===== src/rtl/rot_rng_pkg.sv =====
// Shared Root-of-Trust RNG definitions: controller state encoding, health-check
// reject reasons, datapath width and the default timing used across RoT blocks.
package rot_rng_pkg;

    localparam int RNG_WIDTH             = 128;
    localparam int DEFAULT_WARMUP_CYCLES = 16;
    localparam int DEFAULT_RETRY_GAP     = 8;
    localparam int DEFAULT_MAX_RETRIES   = 3;
    localparam int FAIL_COUNT_WIDTH      = 8;

    typedef enum logic [2:0] {
        ST_IDLE    = 3'd0,
        ST_WARMUP  = 3'd1,
        ST_SAMPLE  = 3'd2,
        ST_CHECK   = 3'd3,
        ST_DELIVER = 3'd4,
        ST_GAP     = 3'd5,
        ST_FAIL    = 3'd6
    } key_ctrl_state_e;

    typedef enum logic [1:0] {
        HC_OK       = 2'd0,
        HC_ALL_ZERO = 2'd1,
        HC_ALL_ONES = 2'd2,
        HC_REPEAT   = 2'd3
    } health_reason_e;

    // Number of bits needed to hold any value in 0..max_val (never less than one).
    function automatic int count_width(input int max_val);
        return (max_val < 2) ? 1 : $clog2(max_val + 1);
    endfunction

endpackage


===== src/rtl/rng_health_check.sv =====
// Combinational health test on one RNG sample: rejects stuck-at-zero,
// stuck-at-one and a repeat of the previously delivered key.
module rng_health_check
    import rot_rng_pkg::*;
#(
    parameter int WIDTH = RNG_WIDTH
)(
    input  logic [WIDTH-1:0] sample_i,
    input  logic [WIDTH-1:0] last_key_i,
    output logic             pass_o,
    output logic [1:0]       reason_o
);

    health_reason_e reason;

    // Classify the sample; the first matching rule is the reported reason.
    always_comb begin
        // NOTE: default assigned first so every path drives reason -> no latch.
        reason = HC_OK;
        if (sample_i == '0) begin
            reason = HC_ALL_ZERO;
        end else if (sample_i == '1) begin
            reason = HC_ALL_ONES;
        end else if (sample_i == last_key_i) begin
            reason = HC_REPEAT;
        end
    end

    assign pass_o   = (reason == HC_OK);
    assign reason_o = reason;

endmodule


===== src/rtl/rng_key_controller.sv =====
// Key-generation sequencer for the RoT RNG: warm-up, sample, health check,
// bounded retry with a resample gap, valid/ready key hand-off and a sticky
// health alarm. All outputs come straight from registers.
module rng_key_controller
    import rot_rng_pkg::*;
#(
    parameter int WIDTH         = RNG_WIDTH,
    parameter int WARMUP_CYCLES = DEFAULT_WARMUP_CYCLES,
    parameter int RETRY_GAP     = DEFAULT_RETRY_GAP,
    parameter int MAX_RETRIES   = DEFAULT_MAX_RETRIES
)(
    input  logic                        clk,
    input  logic                        rst,
    input  logic                        req,
    input  logic [WIDTH-1:0]            rng_data,
    output logic                        rng_enable,
    output logic [WIDTH-1:0]            key_out,
    output logic                        key_valid,
    input  logic                        key_ready,
    output logic                        busy,
    output logic                        health_fail,
    output logic [FAIL_COUNT_WIDTH-1:0] fail_count
);

    // One down-counter serves both the warm-up and the retry gap.
    localparam int CNT_MAX = (WARMUP_CYCLES > RETRY_GAP) ? (WARMUP_CYCLES - 1) : (RETRY_GAP - 1);
    localparam int CNT_W   = count_width(CNT_MAX);
    localparam int RETRY_W = count_width(MAX_RETRIES);

    localparam logic [CNT_W-1:0]   WARMUP_LOAD = CNT_W'(WARMUP_CYCLES - 1);
    localparam logic [CNT_W-1:0]   GAP_LOAD    = CNT_W'(RETRY_GAP - 1);
    localparam logic [RETRY_W-1:0] RETRY_LIMIT = RETRY_W'(MAX_RETRIES);
    localparam logic [FAIL_COUNT_WIDTH-1:0] FAIL_COUNT_MAX = '1;

    key_ctrl_state_e             state_q;
    logic [CNT_W-1:0]            cnt_q;
    logic [RETRY_W-1:0]          retry_q;
    logic [WIDTH-1:0]            sample_q;
    logic [WIDTH-1:0]            last_key_q;
    logic [WIDTH-1:0]            key_out_q;
    logic                        key_valid_q;
    logic                        rng_enable_q;
    logic                        busy_q;
    logic                        health_fail_q;
    logic [FAIL_COUNT_WIDTH-1:0] fail_count_q;
    logic [FAIL_COUNT_WIDTH-1:0] fail_count_d;

    logic       hc_pass;
    logic [1:0] hc_reason;

    rng_health_check #(
        .WIDTH (WIDTH)
    ) u_health_check (
        .sample_i   (sample_q),
        .last_key_i (last_key_q),
        .pass_o     (hc_pass),
        .reason_o   (hc_reason)
    );

    // Saturating increment of the rejected-sample counter.
    always_comb begin
        fail_count_d = fail_count_q;
        if (fail_count_q != FAIL_COUNT_MAX) begin
            fail_count_d = fail_count_q + FAIL_COUNT_WIDTH'(1);
        end
    end

    // Pass flag and reject reason from the checker must tell the same story.
    always_ff @(posedge clk) begin
        if (!rst && state_q == ST_CHECK) begin
            assert (hc_pass == (hc_reason == HC_OK));
        end
    end

    // Controller FSM with its counters and registered handshake outputs.
    always_ff @(posedge clk) begin
        if (rst) begin
            // NOTE: the wide sample/last_key registers are reset too, so the
            // repetition test compares against a defined value after reset.
            state_q       <= ST_IDLE;
            cnt_q         <= '0;
            retry_q       <= '0;
            sample_q      <= '0;
            last_key_q    <= '0;
            key_out_q     <= '0;
            key_valid_q   <= 1'b0;
            rng_enable_q  <= 1'b0;
            busy_q        <= 1'b0;
            health_fail_q <= 1'b0;
            fail_count_q  <= '0;
        end else begin
            // NOTE: non-blocking updates so every branch reads pre-edge values.
            case (state_q)
                ST_IDLE: begin
                    if (req) begin
                        state_q      <= ST_WARMUP;
                        cnt_q        <= WARMUP_LOAD;
                        rng_enable_q <= 1'b1;
                        busy_q       <= 1'b1;
                    end
                end

                ST_WARMUP: begin
                    if (cnt_q == '0) begin
                        state_q <= ST_SAMPLE;
                    end else begin
                        cnt_q <= cnt_q - CNT_W'(1);
                    end
                end

                ST_SAMPLE: begin
                    sample_q <= rng_data;
                    state_q  <= ST_CHECK;
                end

                ST_CHECK: begin
                    if (hc_pass) begin
                        state_q     <= ST_DELIVER;
                        key_out_q   <= sample_q;
                        key_valid_q <= 1'b1;
                    end else begin
                        fail_count_q <= fail_count_d;
                        if (retry_q == RETRY_LIMIT) begin
                            // Retry budget exhausted: park in FAIL with the RNG off.
                            state_q       <= ST_FAIL;
                            health_fail_q <= 1'b1;
                            rng_enable_q  <= 1'b0;
                            busy_q        <= 1'b0;
                        end else begin
                            retry_q <= retry_q + RETRY_W'(1);
                            cnt_q   <= GAP_LOAD;
                            state_q <= ST_GAP;
                        end
                    end
                end

                ST_GAP: begin
                    if (cnt_q == '0) begin
                        state_q <= ST_SAMPLE;
                    end else begin
                        cnt_q <= cnt_q - CNT_W'(1);
                    end
                end

                ST_DELIVER: begin
                    // key_out/key_valid simply hold until the consumer accepts.
                    if (key_ready) begin
                        last_key_q   <= sample_q;
                        sample_q     <= '0;
                        retry_q      <= '0;
                        key_out_q    <= '0;
                        key_valid_q  <= 1'b0;
                        rng_enable_q <= 1'b0;
                        busy_q       <= 1'b0;
                        state_q      <= ST_IDLE;
                    end
                end

                ST_FAIL: begin
                    // Sticky: only rst leaves this state.
                    state_q <= ST_FAIL;
                end

                default: begin
                    state_q      <= ST_IDLE;
                    key_out_q    <= '0;
                    key_valid_q  <= 1'b0;
                    rng_enable_q <= 1'b0;
                    busy_q       <= 1'b0;
                end
            endcase
        end
    end

    assign rng_enable  = rng_enable_q;
    assign key_out     = key_out_q;
    assign key_valid   = key_valid_q;
    assign busy        = busy_q;
    assign health_fail = health_fail_q;
    assign fail_count  = fail_count_q;

endmodule


===== config.mk =====
export PLATFORM = sky130hd
export DESIGN_NAME = rng_key_controller
export DESIGN_NICKNAME = d
export VERILOG_FILES = /design/src/rtl/rot_rng_pkg.sv /design/src/rtl/rng_health_check.sv /design/src/rtl/rng_key_controller.sv
export SDC_FILE = /design/constraint.sdc
export NUM_CORES = 1
export LEC_CHECK = 0
export BUFFER_PORTS_ARGS = -buffer_cell sky130_fd_sc_hd__buf_2
export CAP_MARGIN = 30
export CORE_UTILIZATION = 31
export CTS_BUF_LIST = sky130_fd_sc_hd__clkbuf_8
export CTS_CLUSTER_DIAMETER = 150
export DETAILED_ROUTE_END_ITERATION = 10
export GPL_TIMING_DRIVEN = 0
export MAX_ROUTING_LAYER = met4
export SKIP_LAST_GASP = 1
export SYNTH_ARGS = -nofsm -noshare
export SYNTH_HDL_FRONTEND = slang
export SYNTH_HIERARCHICAL = 1
export SYNTH_SLANG_ARGS = --single-unit

===== constraint.sdc =====
create_clock -name clk -period 4.82 [get_ports clk]
set_input_delay 0.241 -clock clk [delete_from_list [all_inputs] [get_ports clk]]
set_output_delay 0.241 -clock clk [all_outputs]
set_load 0.1 [all_outputs]

### After elaboration in Yosys (flattened, before gate mapping)

Cells that the tools add are included.

* add/sub/neg operators: 3
* equality and inequality tests: 18
* mux-type cells: 29
* bitwise logic cells: 3
* reduce and logical (&&, ||, !) cells: 19

Operator list (number)
* $pmux 128 s3: 1
* $mux 128: 2
* $pmux 128 s2: 1
* $eq 128x128->1: 1
* $eq 128x128->1 const B: 1
* $logic_not 128->1: 1
* $pmux 3 s6: 1
* $mux 2: 8
* $mux 4: 4
* $ne 2x2->1 const B: 6
* $pmux 4 s3: 1
* $reduce_and 3->1: 4
* $reduce_and 5->1: 2
* $eq 3x3->1 const B: 3
* $mux 3: 3
* $add 8x1->8 const B: 1
* $ne 8x8->1 const B: 1
* $eq 3x2->1 const B: 2
* $mux 1: 5
* $reduce_or 5->1: 1
* $logic_not 4->1: 1
* $ne 2x1->1 const B: 2
* $pmux 1 s4: 1
* $pmux 2 s2: 1
* other kinds (14): 18

* bits in registers: 404
* input port bits: 132
* output and inout port bits: 140

### Logic depth before layout (Yosys ltp)

* word-level depth: 7
* depth in mapped cells: 11
* depth with buffers taken out: 10

### Cells and area by module

Netlist, hierarchy kept.

Modules (own cells, without submodules)
* rng_key_controller: times used 1, cells an instance 1808, area each 15511.1 µm², sequential area each 8087.8 µm²
* rng_health_check: times used 1, cells an instance 260, area each 1971.9 µm², sequential area each 0.0 µm²

### Worst setup path before layout

Ideal clock, no wire load.

* path kind: register to register
* start: register sample_q[1]
* end: register fail_count_q[7] (netlist: fail_count[7])
* setup time: 70 ps
* arrival: 2271 ps
* required time: 4750 ps
* setup slack: 2478 ps
* cell stages (with the launch flop): 10
* buffers on the path: 1
* cell sequence: dfxtp_1 -> nor4_1 -> nand4_1 -> nor4_2 -> a211oi_1 -> and4bb_2 -> buf_2 -> nand2_1 -> or3_1 -> a21oi_1

* word-level cells in the longest chain between the ends: 7
* elaborated cells on any way between the ends: 9

Ends and longest elaborated chain
* from (decl): RTL line rng_key_controller.sv:38 `logic [WIDTH-1:0] sample_q;`
* from (signal assigned): RTL line rng_key_controller.sv:112 `sample_q <= rng_data;`
* $eq 128x128->1: RTL line rng_health_check.sv:24 `end else if (sample_i == last_key_i) begin`
* $mux 2: RTL line rng_health_check.sv:24
* $mux 2: RTL line rng_health_check.sv:22 `end else if (sample_i == '1) begin`
* $mux 2 (*): RTL line rng_health_check.sv:20 `if (sample_i == '0) begin`
* $logic_not 2->1 (*): RTL line rng_health_check.sv:29 `assign pass_o = (reason == HC_OK);`
* net hc_pass: RTL line rng_key_controller.sv:48 `logic hc_pass;`
* $not 1->1 (no source line) (*)
* $reduce_and 3->1 (no source line) (*)
* to (signal assigned): RTL line rng_key_controller.sv:122 `fail_count_q <= fail_count_d;`
* to (decl): RTL line rng_key_controller.sv:45 `logic [FAIL_COUNT_WIDTH-1:0] fail_count_q;`

The timed path passes the listed nets; every way through them passes the cells marked *.
A chain may end at the register's enable or synchronous reset.

### Final worst setup path

* start: register sample_q[22]
* end: register fail_count_q[7] (netlist: fail_count[7])

The elaborated chain is that of the path after synthesis.

==> reports/results.tsv <==
stage	metric	value	unit
outcome	status	complete, no violations	
power_and_ir_drop	p_leak	7.95	nW
detailed_routing	avgViaCountPerCell	4.90	
grt	pin_count_of_the_biggest_net_entering_global_routing	11	
placement	post-dp-hpwl	46.9	mm
clocking	clock-root-buffer	sky130_fd_sc_hd__clkbuf_8	
timing	fin_tns_setup	0	ns
clocking	clk_pin_slew_worst_paths	0.05	ns
synthesis	yosys_warnings	6	
grt	grt_first_pass_wirelength	93.4	mm
detailed_routing	wirelength	63.1	mm
die	number_of_rows_created_at_floorplan	86	
clocking	worst_skew_pair.late_latency	0.65	ns
timing	finalCriticalPeriod	3.41	ns
synthesis	mappedNetlistNets	2201	
die	die_y	239	um
timing	maxSlewHeadroom	29.1	%
detailed_routing	drt_first_iter_violations	1008	
detailed_routing	met3_routed_length	3.88	mm
synthesis	postSynthAreaPerCell	8.45	sq um
finish	layout.nets	2680	
finish	layout_area_growth_over_synthesis	28.9	%
worst_setup_path	setup.worst_path.class	reg2reg	
clocking	post_cts_buffers	0	
detailed_routing	wl_met2	29.2	mm
detailed_routing	met1Wirelength	27.7	mm
clocking	cts-root-to-sink-buffers	3	
worst_setup_path	data_arrival_at_the_endpoint_of_the_critical_path	3.95	ns
die	initial_core_util	31.5	%
die	pin_count	272	
clocking	cts-buffers-inserted	74	
power_and_ir_drop	p_comb_share	11.6	%
worst_setup_path	rr_worst_depth	9	
worst_hold_path	timing.hold.worst.class	in2reg	
worst_setup_path	crit_path_start	sample_q[22]$_SDFFE_PP0P_	
clocking	numClockSinks	404	
power_and_ir_drop	total_power	7.64	mW
timing	hold_viol	0	
detailed_routing	avgRoutedWirePerCell	18.9	um
worst_setup_path	endpoint_kind	register	
detailed_routing	drt_pre_antenna_iters	5	
timing	slew_violations	0	
worst_setup_path	path_max_fanout	9	
grt	grt_pass1_vias	16223	
detailed_routing	dr.max_layer_used	met4	
timing	rsz0062_at_grt	no	
timing	finalSetupViolations	0	
grt	grt_antenna_before_repair	1	
power_and_ir_drop	worst_ir_drop_vdd	0.203	mV
power_and_ir_drop	power.share.clock	41.6	%
finish	fin_util	40.6	%
worst_setup_path	worstSetupStartpointType	register	
worst_setup_path	r2r-start	sample_q[22]$_SDFFE_PP0P_	
detailed_routing	detailroute.via_count	16381	
placement	gpl.final_weighted_congestion	0.946	
worst_setup_path	worstPathRequired	5.37	ns
placement	portBuffers	270	
die	die_width	239	um
power_and_ir_drop	switching_share	27.6	%
power_and_ir_drop	seq_power_share	46.7	%
finish	filler_cell_count	5579	
timing	max_freq	0.293	GHz
power_and_ir_drop	powerDensity	339	nW/um^2
timing	worst_pin_slew	1.06	ns
job	timing.max_cap.violations	0	
power_and_ir_drop	power_switching	2.11	mW
worst_setup_path	timing.reg2reg.setup_slack	1.41	ns
grt	total_global_route_track_usage	22.2	%
synthesis	postSynthCellCount	2065	
power_and_ir_drop	cell_internal_pwr	5.53	mW
detailed_routing	postRouteAntennaNets	0	
timing	layout_worst_path_cycle_share	70.7	%
grt	grt-ovfl-total	0	
worst_hold_path	min_from	req	
worst_setup_path	crit_path_end	fail_count[7]$_SDFFE_PP0P_	
finish	share_of_final_layout_standard_cells_stronger_than_drive_strength_1	17.0	%
detailed_routing	drc	0	
worst_setup_path	regToRegEndpoint	fail_count[7]$_SDFFE_PP0P_	
synthesis	syn-cell-area	17500	sq um
timing	worst_clock_skew	0.0300	ns
clocking	ctsHtreeMaxLevel	3	
die	core_outline_area	55400	sq um
clocking	cts_tree	yes	
die	fp.dieArea	57300	sq um
-- worst max-delay path, cell delays in order (launching register included) --
cell                       delay, ns
sky130_fd_sc_hd__dfxtp_1        0.39
sky130_fd_sc_hd__nor4_1         0.83
sky130_fd_sc_hd__nand4_1        0.31
sky130_fd_sc_hd__nor4_2         0.35
sky130_fd_sc_hd__a211oi_1       0.29
sky130_fd_sc_hd__and4bb_2       0.37
sky130_fd_sc_hd__buf_2          0.20
sky130_fd_sc_hd__nand2_1        0.08
sky130_fd_sc_hd__or3_1          0.34
sky130_fd_sc_hd__a21oi_1        0.14
-- layout make-up --
cell class	count	area, sq um	share of cell area [%]
multi-input cells	1503	8510	37.8
flip-flops and latches	404	8090	35.9
repair buffers	403	2700	12.0
clock buffers	90	1240	5.50
well taps	748	936	4.16
plain buffers	150	831	3.69
clock inverters	33	166	0.739
inverters	8	30.0	0.133
diodes	2	5.00	0.0222
-- worst min path at each step --
stage	endpoint	slack, ns	cells past startpoint
6_report	state_q[0]$_SDFFE_PP0P_	0.09	4
5_1_grt	state_q[0]$_SDFFE_PP0P_	0.06	4
4_1_cts	state_q[0]$_SDFFE_PP0P_	0.03	4
3_5_place_dp	health_fail$_SDFFE_PP0P_	0.46	2
3_3_place_gp	last_key_q[3]$_SDFFE_PP0P_	0.45	2
2_1_floorplan	sample_q[107]$_SDFFE_PP0P_	0.38	2
-- through the flow --
| step | hold slack [ns] | std cells | instance area, sq um | setup WS [ns] |
|---|---|---|---|---|
| final | 0.0882 | 3341 | 22500 | 1.41 |
| after global routing | 0.0617 | 3340 | 22500 | 1.29 |
| after CTS | 0.0335 | 3339 | 22500 | 1.44 |
| after detailed placement | 0.459 | 3087 | 19800 | 1.50 |
| after global placement | 0.454 | 3083 | 19700 | 1.45 |
| after floorplan | 0.377 | 2065 | 17500 | 2.56 |
-- placed cells by master, fill, tap and decap left out, types with 3 or more instances in the layout --
master and instances:
sky130_fd_sc_hd__nor4_2 3, sky130_fd_sc_hd__o21ai_0 6, sky130_fd_sc_hd__clkbuf_8 90, sky130_fd_sc_hd__o211ai_1 3, sky130_fd_sc_hd__dlygate4sd3_1 129, sky130_fd_sc_hd__inv_1 31
sky130_fd_sc_hd__buf_12 11, sky130_fd_sc_hd__mux2i_1 132, sky130_fd_sc_hd__nand2b_1 130, sky130_fd_sc_hd__xnor2_1 129, sky130_fd_sc_hd__nand4_1 79, sky130_fd_sc_hd__clkbuf_1 88
sky130_fd_sc_hd__buf_6 3, sky130_fd_sc_hd__a211oi_1 4, sky130_fd_sc_hd__nor4_1 47, sky130_fd_sc_hd__nand2_1 515, sky130_fd_sc_hd__buf_2 308, sky130_fd_sc_hd__buf_8 5
sky130_fd_sc_hd__nor2_1 15, sky130_fd_sc_hd__ha_1 4, sky130_fd_sc_hd__buf_1 7, sky130_fd_sc_hd__xor2_1 3, sky130_fd_sc_hd__nor3_1 3, sky130_fd_sc_hd__nand3_1 131
sky130_fd_sc_hd__clkinv_2 7, sky130_fd_sc_hd__a21oi_1 267, sky130_fd_sc_hd__or3_1 3, sky130_fd_sc_hd__dfxtp_1 404
-- flip-flops by register name, summed over array words and instances, names as in the netlist --
name and flops:
last_key_q 128, key_valid 1, fail_count 8, health_fail 1, retry_q 2, cnt_q 4, state_q 3, key_out 128
busy 1, sample_q 128
-- what timing repair did --
action                                 in CTS  in global routing
endpoints found under the hold margin     129                  0
hold buffers                              129                  0
gates resized for setup                     0                  0
-- metal layers --
metal  track usage (%)  up-vias
li1                  -     7960
met1              27.5     7753
met2              35.3      524
met3              4.23      144
met4              9.19        0
met5                 -        -
-- power by group through the flow --
stage	Combinational (mW)	Sequential (mW)	Clock [mW]
2_1_floorplan	0.517	3.58	0
3_3_place_gp	0.782	3.63	0
3_5_place_dp	0.797	3.64	0
4_1_cts	0.881	3.57	3.26
5_1_grt	0.952	3.58	3.42
6_report	0.889	3.57	3.18
Note: power is estimated with default switching activity, not from simulation.
